==> config.mk <==
export PLATFORM = sky130hd
export DESIGN_NAME = sweep_avg_ctrl
export DESIGN_NICKNAME = d
export VERILOG_FILES = /design/src/rtl/sweep_avg_ctrl.sv
export SDC_FILE = /design/constraint.sdc
export NUM_CORES = 1
export LEC_CHECK = 0
export ABC_AREA = 1
export BUFFER_PORTS_ARGS = -buffer_cell sky130_fd_sc_hd__buf_4
export CAP_MARGIN = 20
export CELL_PAD_IN_SITES_DETAIL_PLACEMENT = 0
export CELL_PAD_IN_SITES_GLOBAL_PLACEMENT = 1
export CORE_UTILIZATION = 46
export CTS_CLUSTER_DIAMETER = 60
export DETAILED_ROUTE_END_ITERATION = 10
export HOLD_SLACK_MARGIN = 0.05
export PLACE_DENSITY_LB_ADDON = 0.3
export SETUP_SLACK_MARGIN = 0.2
export SYNTH_ARGS = -nofsm -noshare
export SYNTH_HDL_FRONTEND = slang
export SYNTH_SLANG_ARGS = --single-unit
==> constraint.sdc <==
create_clock -name clk_i -period 2.9 [get_ports clk_i]
set_input_delay 0.145 -clock clk_i [delete_from_list [all_inputs] [get_ports clk_i]]
set_output_delay 0.145 -clock clk_i [all_outputs]
set_load 0.02 [all_outputs]
==> src/rtl/sweep_avg_ctrl.sv <==
// Bolometer sweep sequencer: per-point DAC write, settle, averaged ADC capture, then RS232 dump of the result RAM.
// Optional macro SWEEP_ABORT_EN adds abort_i, which ends the sweep once the pending peripheral handshake completes.
//
// state    | meaning
// ---------+------------------------------------------------------------
// IDLE     | waiting for start_i
// DAC      | issue DAC write for the current point
// DAC_W    | wait for eodac_i
// SETTLE   | settle down-counter running
// ADC      | issue ADC conversion
// ADC_W    | wait for eoadc_i, accumulate sample
// STORE    | write the point average into the result RAM
// RD       | present RAM read address
// RD_W     | RAM read latency
// RD_L     | latch RAM data into the hold register
// TXM      | send MSB nibble byte
// TXM_W    | wait for eotx_i
// TXL      | send LSB byte
// TXL_W    | wait for eotx_i, advance or finish
// DONE     | pulse eos_o, drop busy_o
module sweep_avg_ctrl #(
    parameter int NPTS     = 400,
    parameter int LOG2_AVG = 2,
    parameter int SETTLE_W = 20,
    parameter int SETTLE   = 500000
) (
    input  logic        clk_i,
    input  logic        rst_i,
    input  logic        start_i,
    input  logic        eodac_i,
    input  logic        eoadc_i,
    input  logic        eotx_i,
`ifdef SWEEP_ABORT_EN
    input  logic        abort_i,
`endif
    input  logic [11:0] adc_d_i,
    input  logic [11:0] ram_d_i,
    output logic        stdac_o,
    output logic [8:0]  code_o,
    output logic        stadc_o,
    output logic        stx_o,
    output logic [7:0]  tx_d_o,
    output logic        we_o,
    output logic [8:0]  addr_o,
    output logic [11:0] wdata_o,
    output logic        busy_o,
    output logic        eos_o
);

    localparam int                ACC_W     = 12 + LOG2_AVG;
    localparam logic [8:0]        LAST      = 9'(NPTS - 1);
    localparam logic [LOG2_AVG:0] NAVG      = (LOG2_AVG + 1)'(1 << LOG2_AVG);
    localparam logic [SETTLE_W-1:0] SETTLE_LD = SETTLE_W'(SETTLE);

    typedef enum logic [3:0] {
        S_IDLE, S_DAC, S_DAC_W, S_SETTLE, S_ADC, S_ADC_W, S_STORE,
        S_RD, S_RD_W, S_RD_L, S_TXM, S_TXM_W, S_TXL, S_TXL_W, S_DONE
    } state_t;

    state_t              state, state_n;
    logic [8:0]          idx, idx_n;
    logic [LOG2_AVG:0]   scnt, scnt_n;
    logic [SETTLE_W-1:0] settle_cnt, settle_n;
    logic [ACC_W-1:0]    acc, acc_n;
    logic [11:0]         hold, hold_n;
    logic                stdac_n, stadc_n, stx_n, we_n, eos_n, busy_n;
    logic [8:0]          code_n, addr_n;
    logic [7:0]          tx_n;
    logic [11:0]         wdata_n;
    logic                abort_now;

`ifdef SWEEP_ABORT_EN
    logic abort_q;

    // Abort is acted on at the next decision point, so in-flight SPI/UART transfers finish cleanly.
    assign abort_now = abort_q | abort_i;

    always_ff @(posedge clk_i or negedge rst_i) begin
        if (!rst_i)
            abort_q <= 1'b0;
        else if (state == S_IDLE)
            abort_q <= 1'b0;
        else if (abort_i)
            abort_q <= 1'b1;
    end
`else
    assign abort_now = 1'b0;
`endif

    always_ff @(posedge clk_i or negedge rst_i) begin
        if (!rst_i) begin
            state      <= S_IDLE;
            idx        <= '0;
            scnt       <= '0;
            settle_cnt <= '0;
            acc        <= '0;
            hold       <= '0;
            stdac_o    <= 1'b0;
            code_o     <= '0;
            stadc_o    <= 1'b0;
            stx_o      <= 1'b0;
            tx_d_o     <= '0;
            we_o       <= 1'b0;
            addr_o     <= '0;
            wdata_o    <= '0;
            busy_o     <= 1'b0;
            eos_o      <= 1'b0;
        end else begin
            state      <= state_n;
            idx        <= idx_n;
            scnt       <= scnt_n;
            settle_cnt <= settle_n;
            acc        <= acc_n;
            hold       <= hold_n;
            stdac_o    <= stdac_n;
            code_o     <= code_n;
            stadc_o    <= stadc_n;
            stx_o      <= stx_n;
            tx_d_o     <= tx_n;
            we_o       <= we_n;
            addr_o     <= addr_n;
            wdata_o    <= wdata_n;
            busy_o     <= busy_n;
            eos_o      <= eos_n;
        end
    end

    always_comb begin
        state_n  = state;
        idx_n    = idx;
        scnt_n   = scnt;
        settle_n = settle_cnt;
        acc_n    = acc;
        hold_n   = hold;
        stdac_n  = 1'b0;
        stadc_n  = 1'b0;
        stx_n    = 1'b0;
        we_n     = 1'b0;
        eos_n    = 1'b0;
        code_n   = code_o;
        tx_n     = tx_d_o;
        addr_n   = addr_o;
        wdata_n  = wdata_o;
        busy_n   = busy_o;

        unique case (state)
            S_IDLE: begin
                if (start_i) begin
                    idx_n   = '0;
                    code_n  = '0;
                    busy_n  = 1'b1;
                    state_n = S_DAC;
                end
            end
            S_DAC: begin
                if (abort_now) begin
                    state_n = S_DONE;
                end else begin
                    code_n  = idx;
                    stdac_n = 1'b1;
                    state_n = S_DAC_W;
                end
            end
            S_DAC_W: begin
                if (eodac_i) begin
                    settle_n = SETTLE_LD;
                    state_n  = abort_now ? S_DONE : S_SETTLE;
                end
            end
            S_SETTLE: begin
                if (abort_now) begin
                    state_n = S_DONE;
                end else if (settle_cnt == '0) begin
                    acc_n   = '0;
                    scnt_n  = '0;
                    state_n = S_ADC;
                end else begin
                    settle_n = settle_cnt - 1'b1;
                end
            end
            S_ADC: begin
                if (abort_now) begin
                    state_n = S_DONE;
                end else begin
                    stadc_n = 1'b1;
                    state_n = S_ADC_W;
                end
            end
            S_ADC_W: begin
                if (eoadc_i) begin
                    acc_n  = acc + ACC_W'(adc_d_i);
                    scnt_n = scnt + 1'b1;
                    if (abort_now)
                        state_n = S_DONE;
                    else if (scnt + 1'b1 == NAVG)
                        state_n = S_STORE;
                    else
                        state_n = S_ADC;
                end
            end
            S_STORE: begin
                if (abort_now) begin
                    state_n = S_DONE;
                end else begin
                    addr_n  = idx;
                    wdata_n = 12'(acc >> LOG2_AVG);
                    we_n    = 1'b1;
                    if (idx == LAST) begin
                        idx_n   = '0;
                        state_n = S_RD;
                    end else begin
                        idx_n   = idx + 1'b1;
                        state_n = S_DAC;
                    end
                end
            end
            S_RD: begin
                if (abort_now) begin
                    state_n = S_DONE;
                end else begin
                    addr_n  = idx;
                    state_n = S_RD_W;
                end
            end
            S_RD_W: state_n = abort_now ? S_DONE : S_RD_L;
            S_RD_L: begin
                hold_n  = ram_d_i;
                state_n = abort_now ? S_DONE : S_TXM;
            end
            S_TXM: begin
                if (abort_now) begin
                    state_n = S_DONE;
                end else begin
                    tx_n    = {4'b0000, hold[11:8]};
                    stx_n   = 1'b1;
                    state_n = S_TXM_W;
                end
            end
            S_TXM_W: if (eotx_i) state_n = abort_now ? S_DONE : S_TXL;
            S_TXL: begin
                if (abort_now) begin
                    state_n = S_DONE;
                end else begin
                    tx_n    = hold[7:0];
                    stx_n   = 1'b1;
                    state_n = S_TXL_W;
                end
            end
            S_TXL_W: begin
                if (eotx_i) begin
                    if (abort_now || idx == LAST) begin
                        state_n = S_DONE;
                    end else begin
                        idx_n   = idx + 1'b1;
                        state_n = S_RD;
                    end
                end
            end
            S_DONE: begin
                eos_n   = 1'b1;
                busy_n  = 1'b0;
                state_n = S_IDLE;
            end
            default: state_n = S_IDLE;
        endcase
    end

endmodule

# Yosys cells after proc, flatten, opt, wreduce, memory -nomap -nowiden
# Index checks and enable logic that the tools add are counted.
dict set report op_classes {
  eq_ne 24
  reduce_logical 16
  muxes 33
  add_sub_neg 4
}
# op n
set ops {}
lappend ops {{case mux 4 bit (14 select lines)} 1}
lappend ops {{2-to-1 mux 20 bit} 2}
lappend ops {{case mux 20 bit (2 select lines)} 1}
lappend ops {{2-to-1 mux 9 bit} 4}
lappend ops {{== test 4 bit (second input constant)} 7}
lappend ops {{2-to-1 mux 14 bit} 2}
lappend ops {{2-to-1 mux 4 bit} 7}
lappend ops {{case mux 14 bit (2 select lines)} 1}
lappend ops {{case mux 9 bit (3 select lines)} 1}
lappend ops {{logical NOT 20 bit} 1}
lappend ops {{subtractor 20 x 1 -> 20 bit (second input constant)} 1}
lappend ops {{case mux 9 bit (2 select lines)} 1}
lappend ops {{== test 4 x 3 -> 1 bit (second input constant)} 4}
lappend ops {{inequality test 2 bit (second input constant)} 8}
lappend ops {{case mux 8 bit (2 select lines)} 1}
lappend ops {{adder 14 x 12 -> 14 bit} 1}
lappend ops {{nonzero test 2 bit} 5}
lappend ops {{adder 9 x 1 -> 9 bit (second input constant)} 1}
lappend ops {{== test 9 bit (second input constant)} 1}
lappend ops {{2-to-1 mux 3 bit} 3}
lappend ops {{== test 4 x 2 -> 1 bit (second input constant)} 2}
lappend ops {{2-to-1 mux 1 bit} 6}
lappend ops {{case mux 3 bit (2 select lines)} 1}
lappend ops {{AND reduction 3 bit} 2}
lappend ops {{11 further kinds} 13}
dict set report totals {
  regBits 106
  output_inout_bits 44
}

# Logic depth before layout (Yosys ltp)
# Gate-level depths: netlist of the first run.
dict set report depth {
  word_depth 5
  depth_mapped 12
  depth_no_buf 12
}

# Worst setup path after synthesis of the first run
# No wires, ideal clock.
dict set report synth_path {
  path_type {register to register}
  start {reg acc[0]}
  end {reg acc[12]}
  path_stages_with_launch 12
  slack_ns 1.281
  path_buffers 0
  required_time_ns 2.783
  arrival_ns 1.502
  path_cell_list {dfrtp_1 ha_1 inv_1 fa_1 inv_1 nand3_1 nand2_1 nand2_1 nand3_1 nand2_1 nor2_1 nor2_1}
}
dict set report synth_between {
  elab_chain_cells 3
}
# item line
set synth_rtl {}
lappend synth_rtl {{start: declaration} 64} ;# logic [ACC_W-1:0] acc, acc_n;
lappend synth_rtl {{start signal: assignment} 113} ;# acc <= acc_n;
lappend synth_rtl {{adder 14 x 12 -> 14 bit} 191} ;# acc_n = acc + ACC_W'(adc_d_i);
lappend synth_rtl {{2-to-1 mux 14 bit} 190} ;# if (eoadc_i) begin
lappend synth_rtl {{case mux 14 bit (2 select lines)} 146} ;# unique case (state)
# Every way passes these cells. The select of a mux whose other input is x is not followed.
# A chain may end at the register's enable or synchronous reset.

# Worst setup path in the final report of the first run
dict set report layout_path {
  start {reg settle_cnt[0]}
  end {reg settle_cnt[2]}
}
dict set report layout_between {
  elab_chain_cells 3
  elab_cells_between_ends 6
  cone_classes {add/sub (1); eq/ne (1); mux (2); reduce/logical (2)}
}
# item line
set layout_rtl {}
lappend layout_rtl {{start: declaration} 63} ;# logic [SETTLE_W-1:0] settle_cnt, settle_n;
lappend layout_rtl {{start signal: assignment} 112} ;# settle_cnt <= settle_n;
lappend layout_rtl {{subtractor 20 x 1 -> 20 bit or logical NOT 20 bit (tied branches)} {178, 173}}
lappend layout_rtl {{2-to-1 mux 20 bit or inequality test 2 bit (tied branches)} --}
lappend layout_rtl {{case mux 20 bit (2 select lines) or AND reduction 3 bit (tied branches)} --}
# Several ways; a longest one is shown, not always the timed one. The select of a mux whose other input is x is not followed.

==> metrics.md, run 1 <==
| Metric | Value |
|---|---|
| Vias in the first global route | `4814` |
| Die width | `116 µm` |
| Final wirelength | `13.9 mm` |
| Diodes inserted | `0` |
| Syn-to-layout area delta | `18.0%` |
| First-pass GRT wire length | `22.9 mm` |
| Final setup vio count | `0` |
| Slew headroom | `36.7%` |
| Core ar. | `12700 µm²` |
| Sinks on the clock net | `106` |
| Initial Util | `47.5%` |
| TritonRoute pass-1 iters | `5` |
| HP Class | `input port to register` |
| MaxCap Viol Count | `0` |
| RSZ-0062 raised after global routing | `false` |
| DRT iter0 DRCs | `380` |
| Post-route minimum period | `2.11 ns` |
| Cts bufs inserted | `9` |
| GRT Util Overall | `21.8%` |
| Final number of max-transition violations | `0` |
| Row count | `41` |
| Unique masters post-synth | `35` |
| Worst-margin pin slew | `0.950 ns` |
| Pwr/cell area | `951 nW/µm²` |
| Avg Cell Area, Syn | `7.68 µm²` |
| Critical Path Most Common Cell | `nand2_1` |
| Syn nets | `832` |
| Fin. Hold Viols | `0` |
| Tot Pwr | `6.76 mW` |
| Most frequent cells in the layout | `nand2_1, dfrtp_1, inv_1, nor2_1, buf_4` |
| Post-DR vias/cell | `5.01` |
| Cells after Synth | `784` |
| Yosys warns | `0` |
| Leakage | `3.72 nW` |
| WL per Instance | `13.4 µm` |
| Tcrit/Tclk final | `72.9%` |
| DRC errors left | `0` |
| Worst Setup Start Kind | `register` |
| TritonCTS clock tree | `done` |
| Die Ht | `116 µm` |
| Layout cells sized above 1 | `17.8%` |
| FMAX | `0.473 GHz` |
| Total number of vias | `5221` |
| Arrival time worst endpoint | `2.38 ns` |
| Clock Pin Slew Worst Setup and Hold Paths | `0.07 ns` |
| Root Buffer | `clkbuf_16` |
| Clock Path Buffers | `2` |
| VDD IR max | `0.000418 V` |
| GPL Wtd Cong | `0.840` |
| CTS HTree Levels | `3` |
| Number of nets in the layout | `915` |
| Resized Gates After CTS | `0` |
| Worst EP required | `3.17 ns` |
| Most common cell after layout, fill and taps aside | `nand2_1` |
| Dpl hpwl | `10.4 mm` |
| Post-synthesis cell area | `6020 µm²` |
| Sequential area share after synthesis | `44.1%` |
| CP Max Fanout | `24` |
| Slowest library cell on the worst path | `o21bai_4` |
| Cells along the critical path | `inv_1 > ha_1 > nand2_1 > nor2_1 > nand3_1 > o21bai_4 > nand2_1 > o21ai_2` |
| CP Class | `register to register` |
| DRT antenna net count | `0` |
| Io pins | `74` |
| Number of synthesized register bits | `106` |
| Critical Path End Type | `register` |
| Worst Skew | `0.00795 ns` |
| Pin count of the biggest net entering global routing | `77` |
| Outcome | `finished clean` |
| Port-buffer cells | `73` |
| Worst-skew pair later-pin latency | `0.35 ns` |
| Sum Neg Setup Slack | `0 ns` |
| Max incr delay on CP | `0.69 ns` |
| Initial antenna violation count | `0` |
| # Post-CTS Setup Buffers | `0` |
| Remaining Overflow, GRT | `0` |
| Die area | `13500 µm²` |
-- metrics by stage --
stage	hold WS [ns]	area (µm²)	std cells	utilization, %	setup WS, ns
after floorplan	-0.151	6020	784	-	1.28
final	0.0593	7100	1042	56.1	0.787
after detailed placement	0.362	6710	1017	53.0	0.823
after global routing	0.0594	7100	1042	56.1	0.549
after CTS	0.0529	7100	1042	56.1	0.769
after global placement	0.360	6710	1017	53.0	0.898
-- per-layer routing --
| layer | GRT usage, % | routed length, µm | vias up |
|---|---|---|---|
| met4 | 5.04 | 102 | 0 |
| met2 | 37.0 | 6830 | 99 |
| met5 | 0 | 0 | - |
| met3 | 4.00 | 531 | 12 |
| li1 | - | - | 2658 |
| met1 | 28.9 | 6450 | 2452 |
-- registers in the layout, summed over array words and instances (netlist names), 4 cells and up --
signal	flops
state	4
hold	12
idx	9
addr_o	9
wdata_o	12
settle_cnt	20
code_o	9
acc	14
tx_d_o	8
-- kinds of logic (layout without fill, tap and decap cells) --
logic type                 after synthesis  count (layout)  share of synthesized area [%]
muxes                                    5               5                          0.935
DFF                                    106             106                           44.1
adders and majority gates               18              18                           3.87
and+or+nand+nor                        431             431                           32.0
AOI/OAI and AO/OA                       92              92                           8.90
buffers and inverters                  117             203                           8.00
xor gates and xnor gates                15              15                           2.18
-- synth_stat cells --
master	number	area share (%)
dfrtp_1	106	44
buf_4	1	0.12
inv_4	3	0.31
nand4_1	13	1.4
mux2_2	5	0.94
o21bai_4	1	0.31
o21ai_0	39	3.2
nand3b_1	3	0.37
inv_1	91	5.7
nand2_2	21	2.2
a31oi_1	2	0.21
nand3_2	2	0.33
xor2_1	7	1.0
o211ai_1	5	0.62
nand4_2	1	0.21
o22ai_1	7	0.73
nor3_4	1	0.27
nand2_4	4	0.75
ha_1	17	3.5
nor2_1	76	4.7
buf_6	3	0.56
nand3_1	56	4.7
nor2_4	5	0.94
nor3_1	2	0.17
fa_1	1	0.33
xnor2_1	8	1.2
nor2_8	2	0.67
a21oi_1	16	1.3
buf_2	7	0.58
clkbuf_1	4	0.25
nor2_2	3	0.31
nand2_1	242	15
o21ai_1	12	1.0
inv_2	8	0.50
o21ai_2	10	1.5
-- final timing paths --
| kind | slack, ns | endpoint | cells past startpoint | startpoint |
|---|---|---|---|---|
| worst max-delay path | 0.79 | settle_cnt[2] | 8 | settle_cnt[0] |
| worst min-delay path | 0.06 | hold[1] | 3 | ram_d_i[1] |
| worst max register to register | 0.79 | settle_cnt[2] | 8 | settle_cnt[0] |
| worst min register to register | 0.48 | wdata_o[11] | 2 | wdata_o[11] |
| max in group asynchronous | 1.55 | settle_cnt[18] | 3 | rst_i |
| min in group asynchronous | 0.48 | code_o[6] | 2 | rst_i |
-- power by group --
group,switching (mW),internal [mW]
clock network,0.548,0.666
registers,0.394,1.96
logic,2.04,1.15
total,2.99,3.77
-- cell type report --
cell class | count | area, µm²
Inverter | 102 | 390
Multi-Input combinational cell | 561 | 2880
Fill cell | 1206 | 5570
Clock buffer | 10 | 229
Sequential cell | 106 | 2650
Tap cell | 172 | 215
Clock inverter | 4 | 52.6
Timing Repair Buffer | 87 | 681
-- repair_timing --
action | 4_1_cts | 5_1_grt
endpoints found under the hold margin | 84 | 0
hold buffers | 11 | 0
endpoints found under the setup margin | 0 | 0
-- critical path, delay by kind of cell, from the launching register on --
| kind | cells | cell delay, ns |
|---|---|---|
| adders and majority gates | 1 | 0.18 |
| DFF | 1 | 0.40 |
| buffers and inverters | 1 | 0.14 |
| and+or+nand+nor | 4 | 0.52 |
| AOI/OAI and AO/OA | 2 | 0.78 |
No activity file was read; power rests on OpenSTA's default activity.
==> inputs of run 2 (changes only) <==
- CORE_UTILIZATION: 46 -> 39
- clock period: 2.9 -> 1.9 ns (I/O delays scaled with it)
==> run 2 against run 1 <==
Effect of this change:
- setup slack worse by 0.53 ns
- via count is 2.4% higher
- first-iteration DRC count is 18% lower
- flip-flop and latch count did not move
- critical path type unchanged
- largest cell class unchanged
==> metrics.md, run 2 (synthesis results as in run 1) <==
| Metric | Value |
|---|---|
| Outcome | `finished clean` |
| GRT Util Overall | `19.4%` |
| Sinks on the clock net | `106` |
| Remaining Overflow, GRT | `0` |
| MaxCap Viol Count | `0` |
| DRC errors left | `0` |
| Dpl hpwl | `11.0 mm` |
| Largest register FFs | `20` |
| Pwr/cell area | `1430 nW/µm²` |
| Vias in the first global route | `5139` |
| Port-buffer cells | `73` |
| Initial Util | `39.7%` |
| Worst-skew pair later-pin latency | `0.35 ns` |
| Critical Path End Type | `register` |
| Core ar. | `15100 µm²` |
| Syn-to-layout area delta | `27.6%` |
| RSZ-0062 raised after global routing | `true` |
| First-pass GRT wire length | `24.8 mm` |
| VDD IR max | `0.000627 V` |
| Top flop regs | `settle_cnt: 20 flops, acc: 14 flops` |
| Die area | `15900 µm²` |
| Final number of max-transition violations | `0` |
| HP Class | `input port to register` |
| Worst hold slack | `0.0619 ns` |
| Final setup vio count | `0` |
| DRT antenna net count | `0` |
| Clock Pin Slew Worst Setup and Hold Paths | `0.07 ns` |
| Die Ht | `126 µm` |
| Total number of vias | `5348` |
| DRT iter0 DRCs | `310` |
| TritonRoute pass-1 iters | `5` |
| Post-route minimum period | `1.64 ns` |
| Die width | `126 µm` |
| Fillers | `1465` |
| Initial antenna violation count | `0` |
| Leakage | `3.93 nW` |
| CP Max Fanout | `5` |
| Sum Neg Setup Slack | `0 ns` |
| Worst EP required | `2.13 ns` |
| Biggest register | `settle_cnt` |
| FMAX | `0.610 GHz` |
| Slew headroom | `60.1%` |
| Io pins | `74` |
| Diodes inserted | `0` |
| Number of nets in the layout | `958` |
| Pin count of the biggest net entering global routing | `107` |
| GPL Wtd Cong | `0.856` |
| CTS HTree Levels | `3` |
| Arrival time worst endpoint | `1.87 ns` |
| Worst Setup Start Kind | `register` |
| Cts bufs inserted | `9` |
| TritonCTS clock tree | `done` |
| WL per Instance | `13.4 µm` |
| Most common cell after layout, fill and taps aside | `nand2_1` |
| Most frequent cells in the layout | `nand2_1, buf_4, dfrtp_1, inv_1, nor2_1` |
| Worst Skew | `0.00450 ns` |
| Clock Path Buffers | `2` |
| Worst-margin pin slew | `0.599 ns` |
| Final wirelength | `14.7 mm` |
| Tcrit/Tclk final | `86.2%` |
| Root Buffer | `clkbuf_16` |
| Layout cells sized above 1 | `26.1%` |
| Row count | `45` |
| Post-DR vias/cell | `4.85` |
| Fin. Hold Viols | `0` |
| CP Class | `register to register` |
run 2: changes by cell type in the layout (fill, tap and decap cells not counted), moves of 7 or more:
cell	change
buf_4	+36
nor2_1	-12
ha_1	-10
nor2_2	+9
dfrtp_1	-7
dfrtp_2	+7
run 2: critical path, stage by stage (launching register included):
cell	delay (ns)
dfrtp_1	0.37
ha_2	0.20
inv_2	0.04
fa_2	0.34
inv_2	0.07
nand3_2	0.06
nand2_2	0.11
buf_4	0.12
xnor2_1	0.11
o22ai_1	0.10
run 2: layer usage:
metal / global-route usage, % / vias to the layer above / share of wire [%]
li1: - / 2749 / -
met1: 26.9 / 2494 / 48
met2: 31.4 / 91 / 47
met3: 2.85 / 14 / 3.9
met4: 6.24 / 0 / 1.1
met5: 0 / - / 0
run 2: metrics by stage:
step / setup slack, ns / util (%) / std cells / power (mW) / area [µm²]
2_1_floorplan: 0.281 / - / 784 / 7.18 / 6020
3_3_place_gp: 0.156 / 45.6 / 1053 / 8.67 / 6910
3_5_place_dp: 0.0941 / 45.6 / 1053 / 8.78 / 6910
4_1_cts: 0.206 / 48.6 / 1085 / 10.7 / 7360
5_1_grt: 0.114 / 50.7 / 1102 / 11.9 / 7680
6_report: 0.261 / 50.7 / 1102 / 11.0 / 7680
run 2: final timing paths:
check	slack (ns)	depth (start not counted)	from	end
hold / removal	0.06	4	eotx_i	state[2]
setup / recovery	0.26	9	acc[0]	acc[4]
setup reg to reg	0.26	9	acc[0]	acc[4]
hold reg to reg	0.48	2	wdata_o[7]	wdata_o[7]
min in group asynchronous	0.33	3	rst_i	code_o[6]
max in group asynchronous	1.06	3	rst_i	settle_cnt[4]
run 2: report_power, final:
group	total [mW]	internal, mW	switching, mW
Clock	1.76	0.919	0.845
Combinational	5.61	2.23	3.38
Sequential	3.61	3.00	0.606
run 2: what timing repair did:
action	4_1_cts	5_1_grt
endpoints found under the setup margin	35	43
resized for setup	8	43
hold endpoints to repair	119	0
pin swaps	4	11
setup buffers	3	17
hold buffers	14	0
run 2: final cells by class:
type / count / area [µm²] / area share [%]
repair buffers: 130 / 1050 / 13.7
clock inverters: 4 / 28.8 / 0.375
well taps: 188 / 235 / 3.06
clock buffers: 11 / 243 / 3.16
multi-input cells: 561 / 3070 / 40.0
flip-flops and latches: 106 / 2660 / 34.7
inverters: 102 / 390 / 5.08
==> inputs of run 3 (changes only) <==
- CORE_UTILIZATION: 39 -> 40
- CTS_BUF_LIST: default -> sky130_fd_sc_hd__clkbuf_8
==> run 3 against run 2 <==
Effect of this change:
- global-route usage up 0.86 points
- first-iteration DRC count down 2.9%
- non-clock buffer count is 9 higher
- die area decreased by 2.5%
- register-to-register slack lost 0.097 ns
- clock power shrank 9%
- hold slack gained 0.079 ns
- cell area increased by 1.5%
- fmax shrank 5.6%
- sequential power barely moved
==> metrics.md, run 3 (synthesis results as in run 1) <==
| Metric | Value |
|---|---|
| Outcome | `finished clean` |
| Final setup vio count | `0` |
| GRT Util Overall | `20.3%` |
| CP Max Fanout | `5` |
| Number of nets in the layout | `967` |
| Clock Path Buffers | `2` |
| Slew headroom | `64.2%` |
| Core ar. | `14600 µm²` |
| GPL Wtd Cong | `0.893` |
| MaxCap Viol Count | `0` |
| Leakage | `4.00 nW` |
| Pin count of the biggest net entering global routing | `39` |
| Cts bufs inserted | `9` |
| RSZ-0062 raised after global routing | `true` |
| Post-DR vias/cell | `4.91` |
| Post-route minimum period | `1.74 ns` |
| HP Class | `input port to register` |
| Root Buffer | `clkbuf_8` |
| Sum Neg Setup Slack | `0 ns` |
| Vias in the first global route | `5290` |
| Worst-skew pair later-pin latency | `0.39 ns` |
| TritonCTS clock tree | `done` |
| Die width | `125 µm` |
| Worst-margin pin slew | `0.537 ns` |
| Largest register FFs | `20` |
| Sinks on the clock net | `106` |
| Row count | `44` |
| VDD IR max | `0.000662 V` |
| Worst Setup Start Kind | `register` |
| Slowest library cell on the worst path | `fa_2` |
| Most frequent cells in the layout | `nand2_1, buf_4, dfrtp_1, inv_1, nor2_1` |
| FMAX | `0.576 GHz` |
| Worst Skew | `0.0100 ns` |
| Cells along the critical path | `ha_2 > inv_2 > fa_2 > inv_2 > nand3_2 > nand2_4 > nand2_2 > nand3_2 > nand2_2 > nand2_1 > nand2_1 > nor2_1` |
| Dpl hpwl | `11.0 mm` |
| Initial antenna violation count | `0` |
| Io pins | `74` |
| Hold Crit Start | `adc_d_i[7]` |
| Worst hold slack | `0.140 ns` |
| CP startpoint | `acc[0]` |
| Critical Path End Type | `register` |
| RR Startpoint | `acc[0]` |
| Final wirelength | `15.4 mm` |
| Most common cell after layout, fill and taps aside | `nand2_1` |
| TritonRoute pass-1 iters | `7` |
| WL per Instance | `13.9 µm` |
| DRT antenna net count | `0` |
| Diodes inserted | `0` |
| Final number of max-transition violations | `0` |
| Remaining Overflow, GRT | `0` |
| Total number of vias | `5437` |
| CTS HTree Levels | `3` |
| Initial Util | `41.3%` |
| Layout cells sized above 1 | `26.7%` |
| Max incr delay on CP | `0.40 ns` |
| DRC errors left | `0` |
| DRT iter0 DRCs | `301` |
| Port-buffer cells | `73` |
| Arrival time worst endpoint | `2.06 ns` |
| Clock Pin Slew Worst Setup and Hold Paths | `0.10 ns` |
| Top flop regs | `settle_cnt: 20 flops, acc: 14 flops` |
| Tcrit/Tclk final | `91.3%` |
| Syn-to-layout area delta | `29.5%` |
| Worst EP required | `2.22 ns` |
| First-pass GRT wire length | `25.5 mm` |
| Die Ht | `125 µm` |
| Biggest register | `settle_cnt` |
| CP Class | `register to register` |
| Pwr/cell area | `1430 nW/µm²` |
| Die area | `15500 µm²` |
| Fin. Hold Viols | `0` |
[run 3: changes by cell type in the layout (fill, tap and decap cells not counted), moves of 4 or more]
cell and change:
clkbuf_16 -7, nand2_1 -4, clkbuf_8 +9, nor2_2 -4
[run 3: repair_timing]
| action | 4_1_cts | 5_1_grt |
|---|---|---|
| endpoints found under the hold margin | 51 | 0 |
| gates resized for setup | 7 | 53 |
| endpoints found under the setup margin | 21 | 49 |
| pin swaps | 4 | 17 |
| gates cloned | 0 | 3 |
| buffers inserted | 3 | 18 |
| hold buffers | 16 | 0 |
[run 3: area by class of cell]
class | count | area (µm²)
Sequential cell | 106 | 2660
Timing Repair Buffer | 139 | 1180
Multi-Input combinational cell | 561 | 3110
Inverter | 102 | 393
Clock buffer | 10 | 138
Tap cell | 184 | 230
Clock inverter | 6 | 86.3
Fill cell | 1409 | 6790
[run 3: path summary, 6_finish.rpt]
path	end	depth (start not counted)	slack, ns
max in group asynchronous	state[1]	3	1.08
hold reg to reg	wdata_o[7]	2	0.49
setup / recovery	acc[12]	12	0.16
setup reg to reg	acc[12]	12	0.16
min in group asynchronous	code_o[5]	2	0.21
hold / removal	acc[7]	4	0.14
[run 3: power breakdown]
part / switching (mW) / internal, mW
combinational: 3.52 / 2.42
sequential: 0.616 / 3.00
clock: 0.816 / 0.782
total: 4.95 / 6.20
[run 3: layer usage]
layer	vias to the layer above	part of all wire [%]	track usage (%)
met5	-	0	0
met3	18	3.8	3.05
met2	105	47	33.1
li1	2758	-	-
met1	2556	47	27.3
met4	0	1.6	7.37
[run 3: worst max-delay path, delay by kind of cell (launching register included)]
family,cells,cell delay (ns)
adders and majority gates,2,0.61
and+or+nand+nor,8,0.56
DFF,1,0.37
buffers and inverters,2,0.12
[run 3: per-stage QoR]
stage / std cells / area (µm²) / setup WS [ns] / power, mW / util, %
floorplan: 784 / 6020 / 0.281 / 7.18 / -
global placement: 1052 / 6950 / 0.183 / 8.65 / 47.6
detailed placement: 1052 / 6950 / 0.118 / 8.75 / 47.6
CTS: 1087 / 7370 / 0.207 / 10.4 / 50.5
global route: 1108 / 7790 / 0.0684 / 12.1 / 53.4
finish: 1108 / 7790 / 0.165 / 11.2 / 53.4
